**src/rtl/control_unit_fsm.sv**
```systemverilog
// Multicycle RV32I control unit: Moore sequencer with ALU and immediate decoders.
// Supports lw, sw, R-type ALU, I-type ALU, beq and jal. Each takes 3-5 cycles.
module control_unit_fsm (
  input  logic       clk,
  input  logic       reset,
  input  logic [6:0] op,
  input  logic [2:0] f3,
  input  logic       f7,
  input  logic       zero,
  output logic       pcWrite,
  output logic       adrSrc,
  output logic       memWrite,
  output logic       irWrite,
  output logic [1:0] resSrc,
  output logic [1:0] aluSrcA,
  output logic [1:0] aluSrcB,
  output logic [2:0] ALUControl,
  output logic [1:0] inmSrc,
  output logic       regWrite,
  output logic [3:0] state
);
  localparam logic [6:0] OP_LW  = 7'b0000011;
  localparam logic [6:0] OP_SW  = 7'b0100011;
  localparam logic [6:0] OP_R   = 7'b0110011;
  localparam logic [6:0] OP_I   = 7'b0010011;
  localparam logic [6:0] OP_JAL = 7'b1101111;
  localparam logic [6:0] OP_BEQ = 7'b1100011;

  typedef enum logic [3:0] {
    S_FETCH    = 4'd0,
    S_DECODE   = 4'd1,
    S_MEMADR   = 4'd2,
    S_MEMREAD  = 4'd3,
    S_MEMWB    = 4'd4,
    S_MEMWRITE = 4'd5,
    S_EXECUTER = 4'd6,
    S_ALUWB    = 4'd7,
    S_EXECUTEI = 4'd8,
    S_JAL      = 4'd9,
    S_BEQ      = 4'd10
  } state_t;

  state_t cur, nxt;
  logic [1:0] alu_op;
  logic pc_update, branch, reg_wr, mem_wr, ir_wr;

  always_ff @(posedge clk) begin
    if (reset) cur <= S_FETCH;
    else       cur <= nxt;
  end

  assign state = cur;

  // Unused codes 11-15 fall through to FETCH.
  always_comb begin
    nxt = S_FETCH;
    case (cur)
      S_FETCH:  nxt = S_DECODE;
      S_DECODE: begin
        case (op)
          OP_LW, OP_SW: nxt = S_MEMADR;
          OP_R:         nxt = S_EXECUTER;
          OP_I:         nxt = S_EXECUTEI;
          OP_JAL:       nxt = S_JAL;
          OP_BEQ:       nxt = S_BEQ;
          default:      nxt = S_FETCH;
        endcase
      end
      S_MEMADR: begin
        if (op == OP_LW)      nxt = S_MEMREAD;
        else if (op == OP_SW) nxt = S_MEMWRITE;
        else                  nxt = S_FETCH;
      end
      S_MEMREAD:                        nxt = S_MEMWB;
      S_EXECUTER, S_EXECUTEI, S_JAL:    nxt = S_ALUWB;
      default:                          nxt = S_FETCH;
    endcase
  end

  always_comb begin
    adrSrc    = 1'b0;
    resSrc    = 2'b00;
    aluSrcA   = 2'b00;
    aluSrcB   = 2'b00;
    alu_op    = 2'b00;
    pc_update = 1'b0;
    branch    = 1'b0;
    reg_wr    = 1'b0;
    mem_wr    = 1'b0;
    ir_wr     = 1'b0;
    case (cur)
      S_FETCH: begin
        ir_wr = 1'b1; aluSrcB = 2'b10; resSrc = 2'b10; pc_update = 1'b1;
      end
      S_DECODE:   begin aluSrcA = 2'b01; aluSrcB = 2'b01; end
      S_MEMADR:   begin aluSrcA = 2'b10; aluSrcB = 2'b01; end
      S_MEMREAD:  adrSrc = 1'b1;
      S_MEMWB:    begin resSrc = 2'b01; reg_wr = 1'b1; end
      S_MEMWRITE: begin adrSrc = 1'b1; mem_wr = 1'b1; end
      S_EXECUTER: begin aluSrcA = 2'b10; alu_op = 2'b10; end
      S_EXECUTEI: begin aluSrcA = 2'b10; aluSrcB = 2'b01; alu_op = 2'b10; end
      S_ALUWB:    reg_wr = 1'b1;
      S_JAL:      begin aluSrcA = 2'b01; aluSrcB = 2'b10; pc_update = 1'b1; end
      S_BEQ:      begin aluSrcA = 2'b10; alu_op = 2'b01; branch = 1'b1; end
      default:    ;
    endcase
  end

  // Reset suppresses every write enable, whatever state the register holds.
  assign pcWrite  = ~reset & (pc_update | (branch & zero));
  assign irWrite  = ~reset & ir_wr;
  assign regWrite = ~reset & reg_wr;
  assign memWrite = ~reset & mem_wr;

  always_comb begin
    ALUControl = 3'b000;
    case (alu_op)
      2'b01: ALUControl = 3'b001;
      2'b10: begin
        case (f3)
          3'b000:  ALUControl = (op[5] & f7) ? 3'b001 : 3'b000;
          3'b010:  ALUControl = 3'b101;
          3'b110:  ALUControl = 3'b011;
          3'b111:  ALUControl = 3'b010;
          default: ALUControl = 3'b000;
        endcase
      end
      default: ALUControl = 3'b000;
    endcase
  end

  always_comb begin
    case (op)
      OP_SW:   inmSrc = 2'b01;
      OP_BEQ:  inmSrc = 2'b10;
      OP_JAL:  inmSrc = 2'b11;
      default: inmSrc = 2'b00;
    endcase
  end
endmodule

```
**config.mk**
```make
export PLATFORM = sky130hd
export DESIGN_NAME = control_unit_fsm
export DESIGN_NICKNAME = d
export VERILOG_FILES = /design/src/rtl/control_unit_fsm.sv
export SDC_FILE = /design/constraint.sdc
export NUM_CORES = 1
export LEC_CHECK = 0
export ABC_AREA = 0
export BUFFER_PORTS_ARGS = -buffer_cell sky130_fd_sc_hd__buf_2
export CAP_MARGIN = 20
export CORE_UTILIZATION = 30
export CTS_CLUSTER_SIZE = 16
export DETAILED_ROUTE_END_ITERATION = 12
export GPL_TIMING_DRIVEN = 1
export PLACE_DENSITY = 0.7
export SKIP_LAST_GASP = 1
export SLEW_MARGIN = 25
export SYNTH_ARGS = -nofsm -noshare
export SYNTH_HDL_FRONTEND = slang
export SYNTH_SLANG_ARGS = --single-unit
```
**constraint.sdc**
```tcl
create_clock -name clk -period 1.4 [get_ports clk]
set_clock_uncertainty 0.1 [all_clocks]
set_input_delay 0.21 -clock clk [delete_from_list [all_inputs] [get_ports clk]]
set_output_delay 0.21 -clock clk [all_outputs]
set_load 0.02 [all_outputs]
```
; ---- Yosys cells after proc, flatten, opt, wreduce, memory -nomap -nowiden
; Index checks and enable logic that the tools add are counted.
[op_classes]
eq_ne = 21
order_cmp = 0
multipliers = 0
n_reduce_logical = 11
n_shift = 0
addsub = 0
bitwise = 8
n_mux = 18
div = 0
[op_table]
columns = operator, count
row1 = 4-bit case mux with 5 select lines, 2
row2 = 4-bit by 3-bit equality test with 1-bit output (second input constant), 4
row3 = 2-bit case mux with 2 select lines, 4
row4 = 7-bit by 6-bit equality test with 1-bit output (second input constant), 2
row5 = 7-bit equality test (second input constant), 2
row6 = 4-bit equality test (second input constant), 3
row7 = 3-bit case mux with 4 select lines, 1
row8 = 2-bit OR reduction, 6
row9 = 4-bit by 2-bit equality test with 1-bit output (second input constant), 2
row10 = 7-bit by 2-bit equality test with 1-bit output (second input constant), 1
row11 = 7-bit by 5-bit equality test with 1-bit output (second input constant), 1
row12 = 1-bit two-way mux, 7
row13 = 1-bit bitwise AND, 6
row14 = 3-bit equality test (second input constant), 2
row15 = 3-bit two-way mux, 2
row16 = 2-bit case mux with 3 select lines, 1
row17 = 3-bit case mux with 2 select lines, 1
row18 = 3-bit OR reduction, 2
row19 = 4-bit by 1-bit equality test with 1-bit output (second input constant), 1
row20 = 4-bit logical NOT, 1
row21 = 4-bit OR reduction, 1
row22 = 3-bit by 2-bit equality test with 1-bit output (second input constant), 1
row23 = 3-bit logical NOT, 1
row24 = 2-bit by 1-bit equality test with 1-bit output (second input constant), 1
row25 = other kinds (3), 3
[totals]
latchBits = 0
ramBits = 0
romBits = 0
input_bits = 14
out_inout_bits = 20
memories = 0
elab_cells = 59
reg_bits = 4

; ---- Depth between registers and ports, before layout
[logic_depth]
ltp_word = 5
depth_mapped = 7
ltp_nobuf = 7

; ---- Least setup slack after synthesis
; No wires, ideal clock.
[synth_path]
path_type = reg2out
startpoint = register cur[1] (netlist: state[1])
endpoint = output port ALUControl[2]
t_required_ns = 1.090
stages_incl_launch_ff = 7
setup_slack_ns = -0.912
path_buffers = 1
t_arrival_ns = 2.002
path_cell_list = dfxtp_1 buf_2 nand2b_1 nor2_1 inv_1 ha_1 nor4_1
[synth_between]
elab_chain_cells = 5
elab_cells_between_ends = 8
cone_classes = eq/ne (5) / mux (2) / reduce/logical (1)
[synth_lines]
columns = element, line_no
row1 = from (decl), 43  ; state_t cur, nxt;
row2 = from (signal assigned), 49  ; else cur <= nxt;
row3 = 4-bit equality test / 4-bit by 3-bit equality test with 1-bit output (equally long branches), 91  ; case (cur)
row4 = 2-bit OR reduction (no source line), --
row5 = 2-bit case mux with 2 select lines *, 91
row6 = 2-bit equality test / 2-bit by 1-bit equality test with 1-bit output (equally long branches), 117  ; case (alu_op)
row7 = 3-bit case mux with 2 select lines *, 117
row8 = to (decl), 17  ; output logic [2:0] ALUControl,
; Every way passes the cells marked *; elsewhere a longest branch is shown, timed or not.

; ---- Worst setup path after layout
[layout_path]
startpoint = register cur[3] (netlist: state[3])
endpoint = output port ALUControl[2]
; Same word-level chain as after synthesis.

==> qor.yml <==
die:
  die_area_um2: 2010
  start_util_pct: 32.0
  fp.dieW_um: 44.9
  ios: 34
  rows: 15
  die_h_um: 44.9
  core_um2: 1730
layout:
  final_cells: 155
  ff_latch_area_um2: 87.6
  finish.utilization_pct: 67.4
  synthToLayoutAreaGrowth_pct: 111
  fin_nets: 147
  largest_reg_flops: 4
  final_cell_mix: "21 x buf_2, 21 x buf_4, 7 x buf_6"
  fill_cells: 142
  drive_gt1_share_pct: 66.9
  n_antenna_cell: 0
  multi_input_area_um2: 627
routing:
  num_vias: 758
  drcViolationCount: 0
  viasPerCell: 4.89
  wire_per_inst_um: 11.9
  wl_mm: 1.85
  dr.pass1.iters: 2
  ant_nets: 0
  drt_iter0_markers: 4
timing:
  post-route-min-period_ns: 2.00
  report.final.slew_viol_count: 0
  hold_viol_final: 0
  finalCritPeriodShare_pct: 143
  max_freq_mhz: 501
  finalSetupViolCount: 17
  tightest_slew_ns: 0.267
  setup_slack_ns: -0.595
  rsz0062_at_grt: "true"
  slew_headroom_pct: 82.2
clock_network:
  cts_tree: "yes"
  worst_skew_pair.late_latency_ns: 0.24
  ctsHtreeMaxLevel: 1
  numClockSinks: 4
  cts_hold_buf: 0
  cts_made_buffers: 3
  clk_pin_slew_ns: 0.03
  cts-root-buf: "clkbuf_4"
  clock_path_buffers: 2
logic_synthesis:
  yosysWarnings: 0
  avgSynthCellArea_um2: 6.81
  yosys-top-cells-area: "dfxtp_1 15%, nand2b_1 6.8%, nor3_1 6.3%, a21oi_1 5.4%, nor2_1 4.8%"
  ys_seq_area_share_pct: 14.5
  synthCells: 81
  synth.top_cell.area_share_pct: 14.5
  synthesis.area_um2: 552
  synth_top_area_cell: "dfxtp_1"
  synth-seq-cells: 4
  synthDistinctLibCells: 35
  syn_nets: 97
critical_path:
  endpoint_kind: "output pin"
  path_max_fanout: 4
  worst_ep_arrival_time_ns: 1.69
  cp.required_ns: 1.09
  critPathLaunchType: "flop"
  path_class: "reg2out"
run_status:
  failed_checks: "negative setup slack"
  status: "complete, but fails checks"
placed_design:
  gp_congestion: 0.823
  io_buffers: 33
  dp.cells: 148
  dp_worst_setup_slack_ns: -0.398
  dpl.hpwl_mm: 1.36
power_and_ir_drop:
  power_density_nw_per_um2: 424
  ir_worst_vdd_uv: 271
  p_leak_nw: 0.517
  power.total_uw: 494
worst_hold_path:
  hold_path_class: "in2reg"
run:
  maxCapViolCount: 0
global_route:
  antenna_found_initial: 0
  grt_start_max_net_pins: 11
  grt_pass1_wl_mm: 2.81
  grt.total_usage_pct: 19.5
  grt_overflow: 0
  grt_pass1_vias: 699
==> through the flow <==
| stage | cell area [um^2] | hold WS (ns) | setup TNS, ns |
|---|---|---|---|
| 3_5_place_dp | 930 | 0.422 | -1.51 |
| 5_1_grt | 1160 | 0.195 | -5.68 |
| 2_1_floorplan | 654 | 0.250 | -2.20 |
| 3_3_place_gp | 930 | 0.421 | -1.35 |
| 4_1_cts | 1080 | 0.180 | -4.79 |
| 6_report | 1160 | 0.186 | -4.61 |
==> Yosys cell counts <==
cell type and number:
a211oi_1 1, a21oi_1 6, a21oi_2 1, a221o_1 1, a31oi_1 3, and2_1 1
and2b_1 1, and3_1 1, and4b_1 1, buf_2 3, clkbuf_1 3, dfxtp_1 4
ha_1 2, inv_1 4, mux2i_1 1, nand2_1 5, nand2b_1 6, nand3_1 2
nand4_1 1, nor2_1 7, nor2b_1 2, nor3_1 7, nor3b_1 1, nor4_1 3
nor4_2 1, nor4_4 1, nor4b_1 1, o21ai_0 2, o21ai_1 1, o21bai_1 1
o22ai_1 2, or2b_1 1, or3_1 1, xnor2_1 1, xor2_1 2
==> cell type report <==
cell class | count | share of cell area, %
Multi-Input combinational cell | 67 | 53.9
Timing Repair Buffer | 51 | 32.4
Sequential cell | 4 | 7.53
Tap cell | 25 | 2.69
Clock buffer | 4 | 2.26
Inverter | 4 | 1.29
==> critical path, stage by stage, from the launching register on <==
cell and delay (ns):
dfxtp_2 0.34, nand2b_4 0.14, mux2i_1 0.13, nor2b_4 0.19, ha_4 0.23, nor4_4 0.26, buf_4 0.18
==> what timing repair did <==
action | in CTS | in global routing
setup endpoints to repair | 15 | 18
pin swaps | 8 | 8
gates resized for setup | 27 | 18
buffers inserted | 3 | 0
==> worst paths after layout <==
path | from | endpoint | slack [ns] | cells after the start
setup / recovery | state[3] | ALUControl[2] | -0.60 | 6
hold / removal | op[5] | state[2] | 0.19 | 3
setup reg to reg | state[1] | state[2] | -0.06 | 6
hold reg to reg | state[2] | state[2] | 0.64 | 3
==> where the power goes <==
group / switching [mW] / total, mW / internal [mW]
Clock: 0.0488 / 0.156 / 0.107
Combinational: 0.112 / 0.219 / 0.107
Sequential: 0.00221 / 0.119 / 0.116
Total: 0.163 / 0.494 / 0.331
==> cell families (layout without fill, tap and decap cells) <==
family	after synthesis	in the layout	synth area share, %
buf+inv	10	59	7.48
simple gates	43	43	46.9
fa+ha+maj	2	2	4.53
compound gates	18	18	20.0
xor+xnor	3	3	4.76
mux	1	1	1.81
flops	4	4	14.5
==> metal layers <==
layer / part of all wire (%) / global-route usage (%)
met1: 44 / 21.2
met2: 53 / 36.2
met3: 2.1 / 2.40
met4: 0.92 / 10.9
met5: 0 / 0
Power figures use the tool's default switching activity.
